$ cat src/rtl/dsp_mac_sequencer.sv
// Multiply-accumulate sequencer for a DSP48A1 slice: streams N operand pairs into A/B,
// steers OPMODE so the first product loads P and the rest accumulate, then returns P.
module dsp_mac_sequencer #(
  parameter int unsigned LEN_W   = 8,
  parameter int unsigned DSP_LAT = 3,
  parameter int unsigned OPM_DLY = 2
) (
  input  logic               CLK,
  input  logic               RSTN,
  input  logic               start,
  input  logic [LEN_W-1:0]   len,
  output logic               busy,
  input  logic               in_valid,
  output logic               in_ready,
  input  logic signed [17:0] in_a,
  input  logic signed [17:0] in_b,
  output logic [17:0]        DSP_A,
  output logic [17:0]        DSP_B,
  output logic [7:0]         DSP_OPMODE,
  output logic               DSP_CE,
  output logic               DSP_RSTP,
  input  logic [47:0]        DSP_P,
  output logic               res_valid,
  input  logic               res_ready,
  output logic [47:0]        result
);

  localparam int unsigned CntW = (DSP_LAT < 1) ? 1 : $clog2(DSP_LAT + 1);
  // X=M, Z=0 loads the product; X=M, Z=P accumulates it.
  localparam logic [7:0] OpmLoad = 8'h01;
  localparam logic [7:0] OpmAcc  = 8'h09;

  typedef enum logic [2:0] {
    StIdle,
    StClear,
    StRun,
    StDrain,
    StDone
  } state_e;

  state_e           state_q, state_d;
  logic [LEN_W-1:0] len_q, len_d;
  logic [LEN_W-1:0] issued_q, issued_d;
  logic [CntW-1:0]  drain_q, drain_d;
  logic [17:0]      dsp_a_q, dsp_a_d;
  logic [17:0]      dsp_b_q, dsp_b_d;
  logic             rstp_q, rstp_d;
  logic [47:0]      result_q, result_d;
  logic [7:0]       opm_issue;
  logic [7:0]       opm_pipe_q [OPM_DLY+1];
  logic             accept;

  assign in_ready = (state_q == StRun) && (issued_q < len_q);
  assign accept   = in_ready && in_valid;

  always_comb begin
    state_d   = state_q;
    len_d     = len_q;
    issued_d  = issued_q;
    drain_d   = drain_q;
    dsp_a_d   = '0;
    dsp_b_d   = '0;
    rstp_d    = 1'b0;
    result_d  = result_q;
    opm_issue = 8'h00;

    unique case (state_q)
      StIdle: begin
        if (start) begin
          if (len != '0) begin
            len_d    = len;
            issued_d = '0;
            rstp_d   = 1'b1;
            state_d  = StClear;
          end else begin
            result_d = '0;
            state_d  = StDone;
          end
        end
      end
      StClear: begin
        opm_issue = OpmLoad;
        state_d   = StRun;
      end
      StRun: begin
        // Bubbles issue zero operands; before the first pair they load zero instead.
        opm_issue = (issued_q == '0) ? OpmLoad : OpmAcc;
        if (accept) begin
          dsp_a_d  = in_a;
          dsp_b_d  = in_b;
          issued_d = issued_q + LEN_W'(1);
          if ((issued_q + LEN_W'(1)) == len_q) begin
            drain_d = CntW'(DSP_LAT);
            state_d = StDrain;
          end
        end
      end
      StDrain: begin
        opm_issue = OpmAcc;
        if (drain_q == '0) begin
          result_d = DSP_P;
          state_d  = StDone;
        end else begin
          drain_d = drain_q - CntW'(1);
        end
      end
      StDone: begin
        if (res_ready) begin
          state_d = StIdle;
        end
      end
      default: state_d = StIdle;
    endcase
  end

  always_ff @(posedge CLK or negedge RSTN) begin
    if (!RSTN) begin
      state_q  <= StIdle;
      len_q    <= '0;
      issued_q <= '0;
      drain_q  <= '0;
      dsp_a_q  <= '0;
      dsp_b_q  <= '0;
      rstp_q   <= 1'b0;
      result_q <= '0;
    end else begin
      state_q  <= state_d;
      len_q    <= len_d;
      issued_q <= issued_d;
      drain_q  <= drain_d;
      dsp_a_q  <= dsp_a_d;
      dsp_b_q  <= dsp_b_d;
      rstp_q   <= rstp_d;
      result_q <= result_d;
    end
  end

  // Stage 0 launches with A/B; the extra stages line OPMODE up with M at the post-adder.
  always_ff @(posedge CLK or negedge RSTN) begin
    if (!RSTN) begin
      for (int i = 0; i <= int'(OPM_DLY); i++) begin
        opm_pipe_q[i] <= 8'h00;
      end
    end else begin
      opm_pipe_q[0] <= opm_issue;
      for (int i = 1; i <= int'(OPM_DLY); i++) begin
        opm_pipe_q[i] <= opm_pipe_q[i-1];
      end
    end
  end

  assign DSP_A      = dsp_a_q;
  assign DSP_B      = dsp_b_q;
  assign DSP_OPMODE = opm_pipe_q[OPM_DLY];
  assign DSP_CE     = (state_q == StClear) || (state_q == StRun) || (state_q == StDrain);
  assign DSP_RSTP   = rstp_q;
  assign res_valid  = (state_q == StDone);
  assign result     = result_q;
  assign busy       = (state_q != StIdle);

endmodule

$ cat config.mk
export PLATFORM = sky130hd
export DESIGN_NAME = dsp_mac_sequencer
export DESIGN_NICKNAME = d
export VERILOG_FILES = /design/src/rtl/dsp_mac_sequencer.sv
export SDC_FILE = /design/constraint.sdc
export NUM_CORES = 1
export LEC_CHECK = 0
export CAP_MARGIN = 20
export CORE_AREA = 2 2 92 160
export CTS_BUF_LIST = sky130_fd_sc_hd__clkbuf_4 sky130_fd_sc_hd__clkbuf_8
export DETAILED_ROUTE_END_ITERATION = 12
export DIE_AREA = 0 0 94 162
export GPL_ROUTABILITY_DRIVEN = 0
export SYNTH_ARGS = -nofsm -noshare
export SYNTH_HDL_FRONTEND = slang
export SYNTH_SLANG_ARGS = --single-unit
$ cat constraint.sdc
create_clock -name CLK -period 3 [get_ports CLK]
set_clock_uncertainty 0.2 [all_clocks]
set_input_delay 0.6 -clock CLK [delete_from_list [all_inputs] [get_ports CLK]]
set_output_delay 0.6 -clock CLK [all_outputs]
set_load 0.1 [all_outputs]
### After elaboration in Yosys (flattened, before gate mapping)

Cells that the tools add are included.

* flip-flop bits (word level): 130
* bits in latches: 0
* memory bits (writable): 0
* bits in read-only memories: 0
* word-level logic and storage cells: 72
* memories: 0

* $add $sub $neg: 2
* multipliers: 0
* div/mod/pow operators: 0
* magnitude comparators: 1
* eq/ne operators: 13
* shifts and indexed selects: 0
* multiplexer cells: 28
* bitwise operators: 0
* reductions and logical operators: 17

Operator list (count)
* two-way mux 48 bit: 3
* case mux 48 bit (2 select lines): 1
* two-way mux 18 bit: 4
* two-way mux 8 bit: 3
* two-way mux 3 bit: 6
* case mux 8 bit (2 select lines): 1
* case mux 3 bit (5 select lines): 1
* != test 2 bit, second input constant: 6
* case mux 4 bit (3 select lines): 1
* AND reduction 4 bit: 3
* adder 8 x 1 -> 8 bit, second input constant: 1
* equality test 8 bit: 1
* zero test 8 bit: 1
* less-than comparator 8 bit: 1
* nonzero test 8 bit: 1
* equality test 3 x 2 -> 1 bit, second input constant: 2
* two-way mux 2 bit: 3
* nonzero test 2 bit: 3
* AND reduction 5 bit: 1
* two-way mux 4 bit: 1
* != test 2 x 1 -> 1 bit, second input constant: 2
* case mux 2 bit (2 select lines): 1
* equality test 3 x 1 -> 1 bit, second input constant: 1
* equality test 3 bit, second input constant: 1
* 8 further kinds: 12

### Logic depth before layout (Yosys ltp)

Gate-level depths: netlist (run 1).

* depth after elaboration: 5
* mapped depth: 9
* depth with buffers taken out: 8

### Worst setup path after synthesis (run 1)

No wires, ideal clock.

* path type: register to output
* start: register issued_q[1]
* end: output port in_ready
* arrival: 2.315 ns
* slack: -0.115 ns
* stages on the path, launching flop included: 6
* buffers on the path: 0
* cell sequence: dfrtp_1 ha_1 nor2b_1 o211ai_1 a21oi_1 nor2_1

* longest elaborated chain between the ends: 2

RTL lines
* start: declaration: RTL line 43 `logic [LEN_W-1:0] issued_q, issued_d;`
* start signal: assignment: RTL line 129 `issued_q <= issued_d;`
* less-than comparator 8 bit: RTL line 53 `assign in_ready = (state_q == StRun) && (issued_q < len_q);`
* logical AND 1 bit: RTL line 53
* end: declaration: RTL line 14 `output logic in_ready,`

No other way between the ends.

### Worst setup path after layout (run 1)

Same ends and word-level chain as after synthesis.

==> results.toml, run 1 <==
[global_route]
grt_pass1_wl_mm = 19.0
gr-total-overflow = 0
grtUsageTotal_pct = 16.1
grt_max_degree = 50
first_global_vias = 3715
antenna_found_initial = 0

[timing]
hold_ws_ps = 4.33
rsz0062_at_grt = "no"
setup_viol = 0
hold_viol_final = 0
min_period_ps = 2760
tightest_slew_ps = 584
timing.setup.tns_ps = 0
slew_headroom_pct = 61.1
period_share_pct = 91.9
max_freq_mhz = 363
final_max_slew_viol_count = 0

[finish]
nets = 654
antenna_cells = 0
drive_gt1_share_pct = 24.0
nFillCells = 1318
stdcell_area_sq_um = 6610
area_delta_synth_final_pct = 47.3

[logic_synthesis]
synth_ff_type = "dfrtp_1"
synth-simple-area-share_pct = 12.1
ys_ff_latch = 112
post_synth_inst_count = 360
synth_edf_count = 0
synth_compound_area_share_pct = 15.1
synth_fa_ha_area_share_pct = 3.07
synth_top_family_by_area = "compound AO/OA/AOI/OAI gates"
synth_xor_area_share_pct = 2.15
synth.area.mux_share_pct = 0.502
syn_area_sq_um = 4490
synth_seq_area_share_pct = 62.5
synthArstFlopShare_pct = 100
ys_warn_count = 0
ys_types = 46
syn_avg_cell_area_sq_um = 12.5

[clock_network]
htreeDepth = 3
root_buffer = "clkbuf_8"
post_cts_buffers = 0
cts_sinks = 112
tritoncts = "yes"
path_clk_slew_ps = 110
cts_buffer_depth = 2
cts_buffers = 9
ctsHoldBuffers = 0
cts-resized-gates = 0
clock_latency_ps = 380

[critical_path]
crit_arrival_ps = 1960
r2r_start = "issued_q[1]"
r2r_end = "issued_q[5]"
r2r.worst_path.cells = 8
critical_path.max_fanout = 6
worstSetupEndpointType = "output pin"
start_kind = "register"
critical_path_required_ps = 2200
crit_type = "register to output pin"
r2r_slack_ps = 490

[min_path]
hp-class = "input port to asynchronous set/reset pin"

[drt]
firstDrtPassIters = 4
drt.antenna.violating_nets = 0
wl_per_cell_um = 16.5
via_per_inst = 4.76
vias = 3467
drc = 0
wirelength_mm = 12.0
drtIter0Drc = 103

[flow_run]
maxCapViolCount = 0

[placement]
dp_hpwl_mm = 9.08
place_area_sq_um = 6380
numPortBuffers = 187

[floorplan]
die_h_um = 162
die_w_um = 94
core_region_area_sq_um = 13900
io_pins = 194
fp-row-count = 57
initial_core_util_pct = 32.3
die_area_sq_um = 15200

[run_status]
status = "complete, no violations"
==> cell type report <==
cell class	instances	area, sq um	share of cell area [%]
clock buffer	10	138	2.08
sequential	112	2800	42.4
tap	177	221	3.35
multi-input combinational	209	1530	23.1
clock inverter	6	81.3	1.23
inverter	13	48.8	0.738
timing repair buffer	201	1790	27.1
==> synthesized netlist by cell type, types with 2 or more instances <==
| cell type | count | share of area [%] |
|---|---|---|
| o31a_1 | 2 | 0.39 |
| nand2_1 | 16 | 1.3 |
| nor2b_1 | 4 | 0.56 |
| buf_2 | 6 | 0.67 |
| and3_1 | 6 | 0.84 |
| a22o_1 | 50 | 9.8 |
| xor2_1 | 7 | 1.4 |
| nand3_1 | 2 | 0.22 |
| ha_1 | 11 | 3.1 |
| o21ai_0 | 10 | 1.1 |
| or4_1 | 4 | 0.67 |
| a21oi_1 | 9 | 1.0 |
| buf_4 | 8 | 1.3 |
| dfrtp_1 | 112 | 62 |
| and4_1 | 2 | 0.39 |
| inv_1 | 13 | 1.1 |
| xnor2_1 | 4 | 0.78 |
| clkbuf_1 | 17 | 1.4 |
| nand4_1 | 2 | 0.28 |
| mux2_2 | 2 | 0.50 |
| nor3_1 | 4 | 0.45 |
| nor2_1 | 6 | 0.50 |
| and2_1 | 36 | 5.0 |
| a31oi_1 | 5 | 0.70 |
==> routing by layer <==
layer / vias to the layer above / share of wire [%] / global-route usage [%]
met2: 139 / 55 / 29.5
met4: 0 / 3.4 / 7.18
met1: 1680 / 35 / 16.9
li1: 1623 / - / -
met5: - / 0 / 0
met3: 25 / 6.7 / 4.41
==> logic make-up (layout without fill, tap and decap cells) <==
logic type | count (synthesis) | after routing
other cells | 1 | 6
flops | 112 | 112
simple gates | 92 | 92
mux | 2 | 2
buf+inv | 44 | 230
xor+xnor | 11 | 11
compound gates | 87 | 87
fa+ha+maj | 11 | 11
==> cell usage in the layout, fill, tap and decap left out, drive strengths merged, types with 5 or more instances in the layout <==
| master | count |
|---|---|
| ha | 11 |
| nor2 | 7 |
| xor2 | 7 |
| a22o | 50 |
| nor3 | 5 |
| clkbuf | 10 |
| a31oi | 5 |
| nand2 | 16 |
| o21ai | 10 |
| buf | 106 |
| and3 | 6 |
| conb | 6 |
| clkdlybuf4s50 | 95 |
| dfrtp | 112 |
| inv | 17 |
| and2 | 36 |
| a21oi | 9 |
==> per-stage QoR <==
stage	util [%]	cells	setup WS, ps
after global placement	45.9	711	64.0
after global routing	47.5	728	60.3
after CTS	47.4	727	207
after floorplan	-	365	274
final	47.5	728	244
after detailed placement	45.9	711	22.4
==> registers in the layout, summed over array words and instances (netlist names) <==
signal and flops:
drain_q 2, len_q 8, result 48, DSP_A 18
state_q 3, DSP_RSTP 1, issued_q 8, DSP_B 18
DSP_OPMODE 2, opm_pipe_q 4
==> critical path: stages (launching register included) <==
cell      delay (ps)
dfrtp_1          460
ha_1             290
nor2b_1          120
o211ai_1         160
a21oi_1          150
nor2_2           200
buf_12           200
==> how the worst max path moves through the flow <==
stage                      from  endpoint  slack, ps  cells after the start
floorplan            state_q[0]    DSP_CE        270                      3
global placement         len[1]  len_q[0]         60                      5
detailed placement        start  len_q[0]         20                      5
CTS                 issued_q[1]  in_ready        210                      6
global route        issued_q[1]  in_ready         60                      6
finish              issued_q[1]  in_ready        240                      6
Power of run 1 is left out: the tool's default activity adds up to more than one toggle a clock period on the data nets, which glitch-free logic cannot reach.
==> run 2: changes to the inputs <==
--- a/config.mk
+++ b/config.mk
@@ -5,7 +5,6 @@
 export SDC_FILE = /design/constraint.sdc
 export NUM_CORES = 1
 export LEC_CHECK = 0
-export CAP_MARGIN = 20
 export CORE_AREA = 2 2 92 160
 export CTS_BUF_LIST = sky130_fd_sc_hd__clkbuf_4 sky130_fd_sc_hd__clkbuf_8
 export DETAILED_ROUTE_END_ITERATION = 12
==> constraint.sdc (replaced) <==
create_clock -name CLK -period 3.42 [get_ports CLK]
set_clock_uncertainty 0.2 [all_clocks]
set_input_delay 0.684 -clock CLK [delete_from_list [all_inputs] [get_ports CLK]]
set_output_delay 0.684 -clock CLK [all_outputs]
set_load 0.1 [all_outputs]
==> results.toml, run 2 (synthesis results as in run 1) <==
[finish]
final_cell_mix = "dfrtp_1, buf_4, clkdlybuf4s50_1"
largest_register_ffs = 48
antenna_cells = 0
area_delta_synth_final_pct = 44.1
fin_cells = 718
nFillCells = 1322
final_common_cell = "dfrtp_1"
drive_gt1_share_pct = 22.4
nets = 645

[timing]
max_freq_mhz = 344
rsz0062_at_grt = "no"
final_max_slew_viol_count = 0
setup_viol = 0
hold_viol_final = 0
timing.setup.tns_ps = 0
tightest_slew_ps = 1070
min_period_ps = 2910
period_share_pct = 85.1
slew_headroom_pct = 28.3

[flow_run]
maxCapViolCount = 0

[placement]
numPortBuffers = 187
dp_hpwl_mm = 8.76
placedCellCount = 703

[floorplan]
die_w_um = 94
fp-row-count = 57
die_h_um = 162
io_pins = 194
die_area_sq_um = 15200
initial_core_util_pct = 32.3
core_region_area_sq_um = 13900

[drt]
via_per_inst = 4.83
firstDrtPassIters = 4
drt.antenna.violating_nets = 0
drc = 0
drtIter0Drc = 113
wirelength_mm = 11.9
wl_per_cell_um = 16.6
vias = 3465

[global_route]
grt_pass1_wl_mm = 18.6
first_global_vias = 3598
grt_max_degree = 59
grtUsageTotal_pct = 15.6
gr-total-overflow = 0
antenna_found_initial = 0

[critical_path]
start_kind = "register"
crit_arrival_ps = 2030
worstSetupEndpointType = "output pin"
critical_path.max_fanout = 12
critical_path_required_ps = 2540
r2r.worst_path.cells = 7
crit_type = "register to output pin"

[clock_network]
root_buffer = "clkbuf_8"
path_clk_slew_ps = 110
cts_sinks = 112
clock_latency_ps = 370
tritoncts = "yes"
htreeDepth = 3
ctsHoldBuffers = 0
cts-resized-gates = 0
cts_buffers = 9
post_cts_buffers = 0
cts_buffer_depth = 2

[run_status]
status = "complete, no violations"

[min_path]
hp-class = "input port to asynchronous set/reset pin"
run 2: cell count changes in the layout (fill, tap and decap cells not counted), sizes merged:
cell and change:
clkbuf -1, clkinv +1, bufinv -1, buf -9
run 2: layout make-up:
type                    instances  area (sq um)  area share (%)
clock buffers                   9           124            1.92
multi-input cells             209          1530            23.6
flip-flops and latches        112          2800            43.4
clock inverters                 6          51.3           0.793
repair buffers                192          1690            26.2
inverters                      13          48.8           0.755
well taps                     177           221            3.43
run 2: path summary, 6_finish.rpt:
kind,startpoint,end,slack (ps)
max in group asynchronous,RSTN,result[22],2100
worst min-delay path,RSTN,issued_q[5],140
worst max-delay path,issued_q[3],in_ready,510
worst min register to register,opm_pipe_q[11],DSP_OPMODE[3],160
min in group CLK,opm_pipe_q[11],DSP_OPMODE[3],160
worst max register to register,issued_q[3],issued_q[2],770
run 2: routing by layer:
| metal | wire length (um) | global-route usage, % | part of all wire [%] |
|---|---|---|---|
| met1 | 4290 | 16.9 | 36 |
| met2 | 6470 | 27.8 | 54 |
| met3 | 765 | 4.17 | 6.4 |
| met4 | 403 | 7.18 | 3.4 |
| met5 | 0 | 0 | 0 |
run 2: worst max-delay path, stage by stage, from the launching register on:
cell and delay (ps):
dfrtp_1 600, ha_1 320, a21oi_1 150, a21oi_1 130, nor2_1 140, buf_4 310
run 2: stage by stage:
stage                     cell area, sq um  utilization, %  setup slack, ps  hold WS (ps)
after floorplan                       4500               -              221           131
after global placement                6290            45.2              299           134
after detailed placement              6290            45.2              240           140
after CTS                             6460            46.5              473           165
after global routing                  6460            46.5              359           158
final                                 6460            46.5              511           143
Power of run 2 is left out for the same reason.
==> run 3: changes to the inputs <==
--- a/config.mk
+++ b/config.mk
@@ -5,8 +5,10 @@
 export SDC_FILE = /design/constraint.sdc
 export NUM_CORES = 1
 export LEC_CHECK = 0
+export CAP_MARGIN = 5
 export CORE_AREA = 2 2 92 160
 export CTS_BUF_LIST = sky130_fd_sc_hd__clkbuf_4 sky130_fd_sc_hd__clkbuf_8
+export CTS_CLUSTER_DIAMETER = 150
 export DETAILED_ROUTE_END_ITERATION = 12
 export DIE_AREA = 0 0 94 162
 export GPL_ROUTABILITY_DRIVEN = 0
==> results of run 3 <==
Same layout as run 2: the final DEF is identical, and so are final timing and power.
Power of run 3 is left out for the same reason.
